[config.mk]
export PLATFORM = sky130hd
export DESIGN_NAME = sensor_conditioner
export DESIGN_NICKNAME = d
export VERILOG_FILES = /design/src/rtl/sensor_conditioner.sv
export SDC_FILE = /design/constraint.sdc
export NUM_CORES = 1
export LEC_CHECK = 0
export ABC_AREA = 1
export BUFFER_PORTS_ARGS = -buffer_cell sky130_fd_sc_hd__buf_2
export CORE_ASPECT_RATIO = 0.9
export CORE_MARGIN = 2
export CORE_UTILIZATION = 50
export DETAILED_ROUTE_END_ITERATION = 6
export PLACE_DENSITY = 0.66
export SLEW_MARGIN = 40
export SYNTH_ARGS = -nofsm -noshare
export SYNTH_HDL_FRONTEND = slang
export SYNTH_SLANG_ARGS = --single-unit
[constraint.sdc]
create_clock -name clk -period 4.1 [get_ports clk]
set_input_delay 0.82 -clock clk [delete_from_list [all_inputs] [get_ports clk]]
set_output_delay 0.82 -clock clk [all_outputs]
set_load 0.005 [all_outputs]
[src/rtl/sensor_conditioner.sv]
`timescale 1ns/1ps
// sensor_conditioner: synchronises and debounces the raw irrigation sensors,
// validates the tank level triple, and presents clean registered outputs.
//
// Ports:
//   clk, rst_n                 clock, asynchronous active-low reset
//   h_raw, m_raw, l_raw        raw tank level sensors (1 = water at that height)
//   us_raw, ua_raw, t_raw      raw soil, air-humidity, temperature sensors
//   selector_raw               raw display-mode switch
//   h, m, l                    validated level outputs (hold last valid code)
//   us, ua, t, selector        debounced sensor outputs
//   sensor_fault               level triple inconsistent for FAULT_CYCLES clocks
//   change_pulse               one-cycle strobe when any output changes
module sensor_conditioner #(
  parameter int unsigned DB_CYCLES    = 50000,
  parameter int unsigned FAULT_CYCLES = 500000
) (
  input  logic clk,
  input  logic rst_n,
  input  logic h_raw,
  input  logic m_raw,
  input  logic l_raw,
  input  logic us_raw,
  input  logic ua_raw,
  input  logic t_raw,
  input  logic selector_raw,
  output logic h,
  output logic m,
  output logic l,
  output logic us,
  output logic ua,
  output logic t,
  output logic selector,
  output logic sensor_fault,
  output logic change_pulse
);

  localparam int unsigned N_IN    = 7;
  localparam int unsigned DB_W    = $clog2(DB_CYCLES + 1);
  localparam int unsigned FAULT_W = $clog2(FAULT_CYCLES + 1);

  typedef enum logic [1:0] {
    ST_OK      = 2'd0,
    ST_SUSPECT = 2'd1,
    ST_FAULT   = 2'd2
  } state_t;

  // Bit order: [6]=h [5]=m [4]=l [3]=us [2]=ua [1]=t [0]=selector
  logic [N_IN-1:0] raw_vec;
  logic [N_IN-1:0] sync1;
  logic [N_IN-1:0] sync2;
  logic [N_IN-1:0] deb;
  logic [DB_W-1:0] db_cnt [N_IN];

  state_t             state;
  state_t             state_next;
  logic [FAULT_W-1:0] fcnt;
  logic [FAULT_W-1:0] fcnt_next;
  logic [2:0]         lvl_q;
  logic [2:0]         lvl_next;
  logic               fault_q;
  logic               fault_next;
  logic [3:0]         sens_q;
  logic               pulse_q;
  logic               code_ok;

  assign raw_vec = {h_raw, m_raw, l_raw, us_raw, ua_raw, t_raw, selector_raw};

  // Physically possible fill levels: water can only be present from the bottom up.
  function automatic logic level_valid(input logic [2:0] code);
    case (code)
      3'b000, 3'b001, 3'b011, 3'b111: level_valid = 1'b1;
      default:                        level_valid = 1'b0;
    endcase
  endfunction

  // Two-flop synchronisers for all raw inputs.
  always_ff @(posedge clk or negedge rst_n) begin
    if (!rst_n) begin
      sync1 <= '0;
      sync2 <= '0;
    end else begin
      sync1 <= raw_vec;
      sync2 <= sync1;
    end
  end

  // Per-input debounce: deb follows sync only after DB_CYCLES consecutive differing clocks.
  always_ff @(posedge clk or negedge rst_n) begin
    if (!rst_n) begin
      deb <= '0;
      for (int i = 0; i < int'(N_IN); i++) db_cnt[i] <= '0;
    end else begin
      for (int i = 0; i < int'(N_IN); i++) begin
        if (sync2[i] == deb[i]) begin
          db_cnt[i] <= '0;
        end else if (db_cnt[i] == DB_W'(DB_CYCLES - 1)) begin
          deb[i]    <= sync2[i];
          db_cnt[i] <= '0;
        end else begin
          db_cnt[i] <= db_cnt[i] + DB_W'(1);
        end
      end
    end
  end

  // Level FSM state register.
  always_ff @(posedge clk or negedge rst_n) begin
    if (!rst_n) state <= ST_OK;
    else        state <= state_next;
  end

  // Level FSM next-state and output logic.
  always_comb begin
    state_next = state;
    fcnt_next  = fcnt;
    lvl_next   = lvl_q;
    fault_next = fault_q;
    code_ok    = level_valid(deb[6:4]);
    case (state)
      ST_OK: begin
        if (code_ok) begin
          lvl_next  = deb[6:4];
          fcnt_next = '0;
        end else begin
          state_next = ST_SUSPECT;
          fcnt_next  = FAULT_W'(1);
        end
      end
      ST_SUSPECT: begin
        if (code_ok) begin
          // Outputs reload on the following edge once back in OK.
          state_next = ST_OK;
          fcnt_next  = '0;
        end else begin
          fcnt_next = fcnt + FAULT_W'(1);
          if (fcnt >= FAULT_W'(FAULT_CYCLES - 1)) begin
            state_next = ST_FAULT;
            fault_next = 1'b1;
          end
        end
      end
      ST_FAULT: begin
        if (code_ok) begin
          state_next = ST_OK;
          fault_next = 1'b0;
          lvl_next   = deb[6:4];
          fcnt_next  = '0;
        end
      end
      default: begin
        state_next = ST_OK;
      end
    endcase
  end

  // Output registers; change_pulse compares the values about to load with those held now.
  always_ff @(posedge clk or negedge rst_n) begin
    if (!rst_n) begin
      fcnt    <= '0;
      lvl_q   <= '0;
      fault_q <= 1'b0;
      sens_q  <= '0;
      pulse_q <= 1'b0;
    end else begin
      fcnt    <= fcnt_next;
      lvl_q   <= lvl_next;
      fault_q <= fault_next;
      sens_q  <= deb[3:0];
      pulse_q <= ({lvl_next, deb[3:0], fault_next} != {lvl_q, sens_q, fault_q});
    end
  end

  assign h            = lvl_q[2];
  assign m            = lvl_q[1];
  assign l            = lvl_q[0];
  assign us           = sens_q[3];
  assign ua           = sens_q[2];
  assign t            = sens_q[1];
  assign selector     = sens_q[0];
  assign sensor_fault = fault_q;
  assign change_pulse = pulse_q;

endmodule

==> run_results.csv <==
group,metric,value,unit
synth,synthesis.area,8530,µm²
timing,clock_skew,9.88,ps
final_layout,drive_gt1_share,10.5,%
power_and_ir_drop,netSwitchingPower,738,µW
detailed_routing,finalWirelength,16500,µm
clocking,cts_max_path_buffers,2,
placed_design,io_buffer_count,17,
power_and_ir_drop,cell_internal_pwr,2.58,mW
detailed_routing,avgViaCountPerCell,5.26,
clocking,cts_tree,"done",
clocking,cts_made_buffers,17,
timing,finalMaxSlewViolations,0,
detailed_routing,drc,0,
synth,synth_edf_count,0,
synth,synth_seq_cells,163,
power_and_ir_drop,ir_drop,0.000356,V
clocking,post_cts_buffers,0,
synth,ys_seq_area_share,47.8,%
timing,timing.fmax,554,MHz
timing,rsz0062_at_grt,"false",
clocking,cts.clk_slew.worst_paths,60,ps
hold_path,hp-class,"register to register",
setup_path,arrival,990,ps
timing,setup_tns,0,ps
setup_path,critical-path-slowest-cell,"dfrtp_1",
clocking,postCtsResizedCells,0,
clocking,cts-root-buf,"clkbuf_16",
placed_design,place_hpwl,11700,µm
detailed_routing,dr.pass1.iters,5,
global_routing,grt_max_degree,88,
final_layout,final_area,9470,µm²
clocking,clock_latency,430,ps
timing,worst_slew_pin_slew,718,ps
clocking,cts-htree-levels,4,
synth,synthCells,1021,
clocking,cts.sinks,163,
global_routing,grt.total_usage,19.7,%
synth,synth_nets,1042,
global_routing,grt_pass1_wl,29200,µm
timing,fin_crit_sh,44.0,%
setup_path,endpoint_kind,"primary output",
flow_run,max-cap-violations,0,
synth,async_flop_share,100,%
power_and_ir_drop,leakage,4.10,nW
global_routing,grt_overflow,0,
synth,ys_warn_count,0,
setup_path,cp_num_buf_inv,1,
setup_path,crit_path_start_kind,"register",
die,die_h,128,µm
die,die_area,18100,µm²
setup_path,path_delay_family,"flip-flops",
detailed_routing,wire_per_inst,12.9,µm
setup_path,cp_max_fo,3,
die,ioPinCount,18,
die,start_util,50.8,%
die,num_rows,45,
timing,hold_viol,0,
final_layout,finalNetCount,1076,
timing,slew_headroom,52.1,%
power_and_ir_drop,p_sw_share,22.2,%
synth,yosys.cell_types.count,46,
setup_path,crit_chain,"buf_2",
global_routing,first_global_vias,6387,
timing,fin_crit,1810,ps
detailed_routing,num_vias,6720,
die,core_area,16800,µm²
power_and_ir_drop,p_seq_share,49.7,%
die,die_w,142,µm
synth,avgSynthCellArea,8.36,µm²
final_layout,area_delta_synth_final,11.1,%
clocking,hold_buffers,0,
power_and_ir_drop,combinationalPowerShare,2.8,%
setup_path,cpPeakStageDelay,420,ps
setup_path,required,3280,ps
outcome,status,"complete, no violations",
power_and_ir_drop,p_per_area,350,nW/µm²
global_routing,antenna_found_initial,0,
detailed_routing,drt_iter0_drc,501,
synth,synth_ff_type,"dfrtp_1",
power_and_ir_drop,p_clk_share,47.6,%
final_layout,antenna_cells,0,
timing,report.final.setup_viol,0,
placed_design,place_congestion,0.876,
detailed_routing,antenna_left,0,
setup_path,path_class,"register to primary output",
placed_design,dpl_cell_area,8880,µm²
[routing by layer]
metal,global-route usage [%],share of wire (%)
met1,28.0,50
met5,0,0
met3,5.08,4.7
met2,30.2,44
met4,5.47,1.1
[power by group through the flow]
stage / Sequential [mW] / Combinational, mW / Clock, mW
after floorplan: 1.67 / 0.0446 / 0
after global placement: 1.68 / 0.0941 / 0
after detailed placement: 1.68 / 0.0961 / 0
after CTS: 1.65 / 0.0961 / 1.63
after global routing: 1.65 / 0.111 / 1.70
final: 1.65 / 0.0917 / 1.58
[cells in the mapped netlist (all sizes together) (8+ instances only)]
cell type,number,share of area (%)
inv,133,5.9
nand3,47,3.1
nor3b,9,0.79
nand3b,8,0.70
xor2,37,3.8
nor4,14,1.0
a21oi,41,2.5
nor2,163,8.4
o21ai,25,1.6
nand2,177,8.2
ha,12,1.8
dfrtp,163,48
nand4,45,3.3
xnor2,10,1.0
nor3,95,6.2
[cell families after synthesis]
| family | after synthesis | synth area share (%) |
|---|---|---|
| AO/OA/AOI/OAI | 90 | 6.23 |
| XOR/XNOR | 47 | 4.83 |
| adder cells (fa/ha/maj) | 12 | 1.76 |
| buffers and inverters | 137 | 6.28 |
| flip-flops | 163 | 47.8 |
| multiplexers | 7 | 0.924 |
| AND/OR/NAND/NOR | 565 | 32.2 |
[cell usage in the layout (no fill, tap or decap), types with 3 or more instances in the layout]
cell,n
a21oi_1,39
a31o_2,3
a31oi_1,6
buf_2,16
clkbuf_16,17
clkinvlp_4,3
dfrtp_1,163
ha_1,12
inv_1,128
inv_2,4
inv_6,3
inv_8,3
mux2_2,7
nand2_1,170
nand2_2,5
nand3_1,43
nand3_2,3
nand3b_1,8
nand4_1,45
nor2_1,147
nor2_2,7
nor2_4,7
nor3_1,85
nor3_2,10
nor3b_1,9
nor4_1,14
o21a_1,6
o21ai_0,22
o21ai_2,3
or2_0,3
or2_2,4
xnor2_1,10
xor2_1,37
[worst paths after layout]
kind / start / end / slack (ps) / cells after the start
hold / removal: sync1[0]$_DFF_PN0_ / sync2[0]$_DFF_PN0_ / 350 / 0
max in group asynchronous: rst_n / db_cnt[110]$_DFF_PN0_ / 2820 / 2
min in group asynchronous: rst_n / fcnt[9]$_DFFE_PN0P_ / 400 / 1
setup / recovery: lvl_q[1]$_DFF_PN0_ / m / 2290 / 1
setup reg to reg: state[0]$_DFFE_PN0P_ / fcnt[6]$_DFFE_PN0P_ / 2330 / 10
hold reg to reg: sync1[0]$_DFF_PN0_ / sync2[0]$_DFF_PN0_ / 350 / 0
[layout make-up]
type                       count  area (µm²)
fill                        1557        7300
sequential                   163        4080
multi-input combinational    721        3920
inverter                     134         512
clock buffer                  19         443
tap                          211         264
clock inverter                12         149
timing repair buffer          18         111
[through the flow]
| step | util [%] | setup WS (ps) | hold slack [ps] | power [mW] | cells |
|---|---|---|---|---|---|
| 2_1_floorplan | - | 2530 | 331 | 1.72 | 1021 |
| 3_3_place_gp | 52.9 | 2290 | 333 | 1.77 | 1247 |
| 3_5_place_dp | 52.9 | 2280 | 335 | 1.77 | 1247 |
| 4_1_cts | 56.5 | 2260 | 349 | 3.37 | 1278 |
| 5_1_grt | 56.5 | 2160 | 356 | 3.46 | 1278 |
| 6_report | 56.5 | 2290 | 348 | 3.32 | 1278 |
[state kept, by name, indices dropped and copies added (netlist names)]
signal	flops
deb	7
sensor_fault	1
change_pulse	1
lvl_q	3
sync1	7
state	2
fcnt	19
sync2	7
sens_q	4
db_cnt	112
Note: power is estimated with default switching activity, not from simulation.
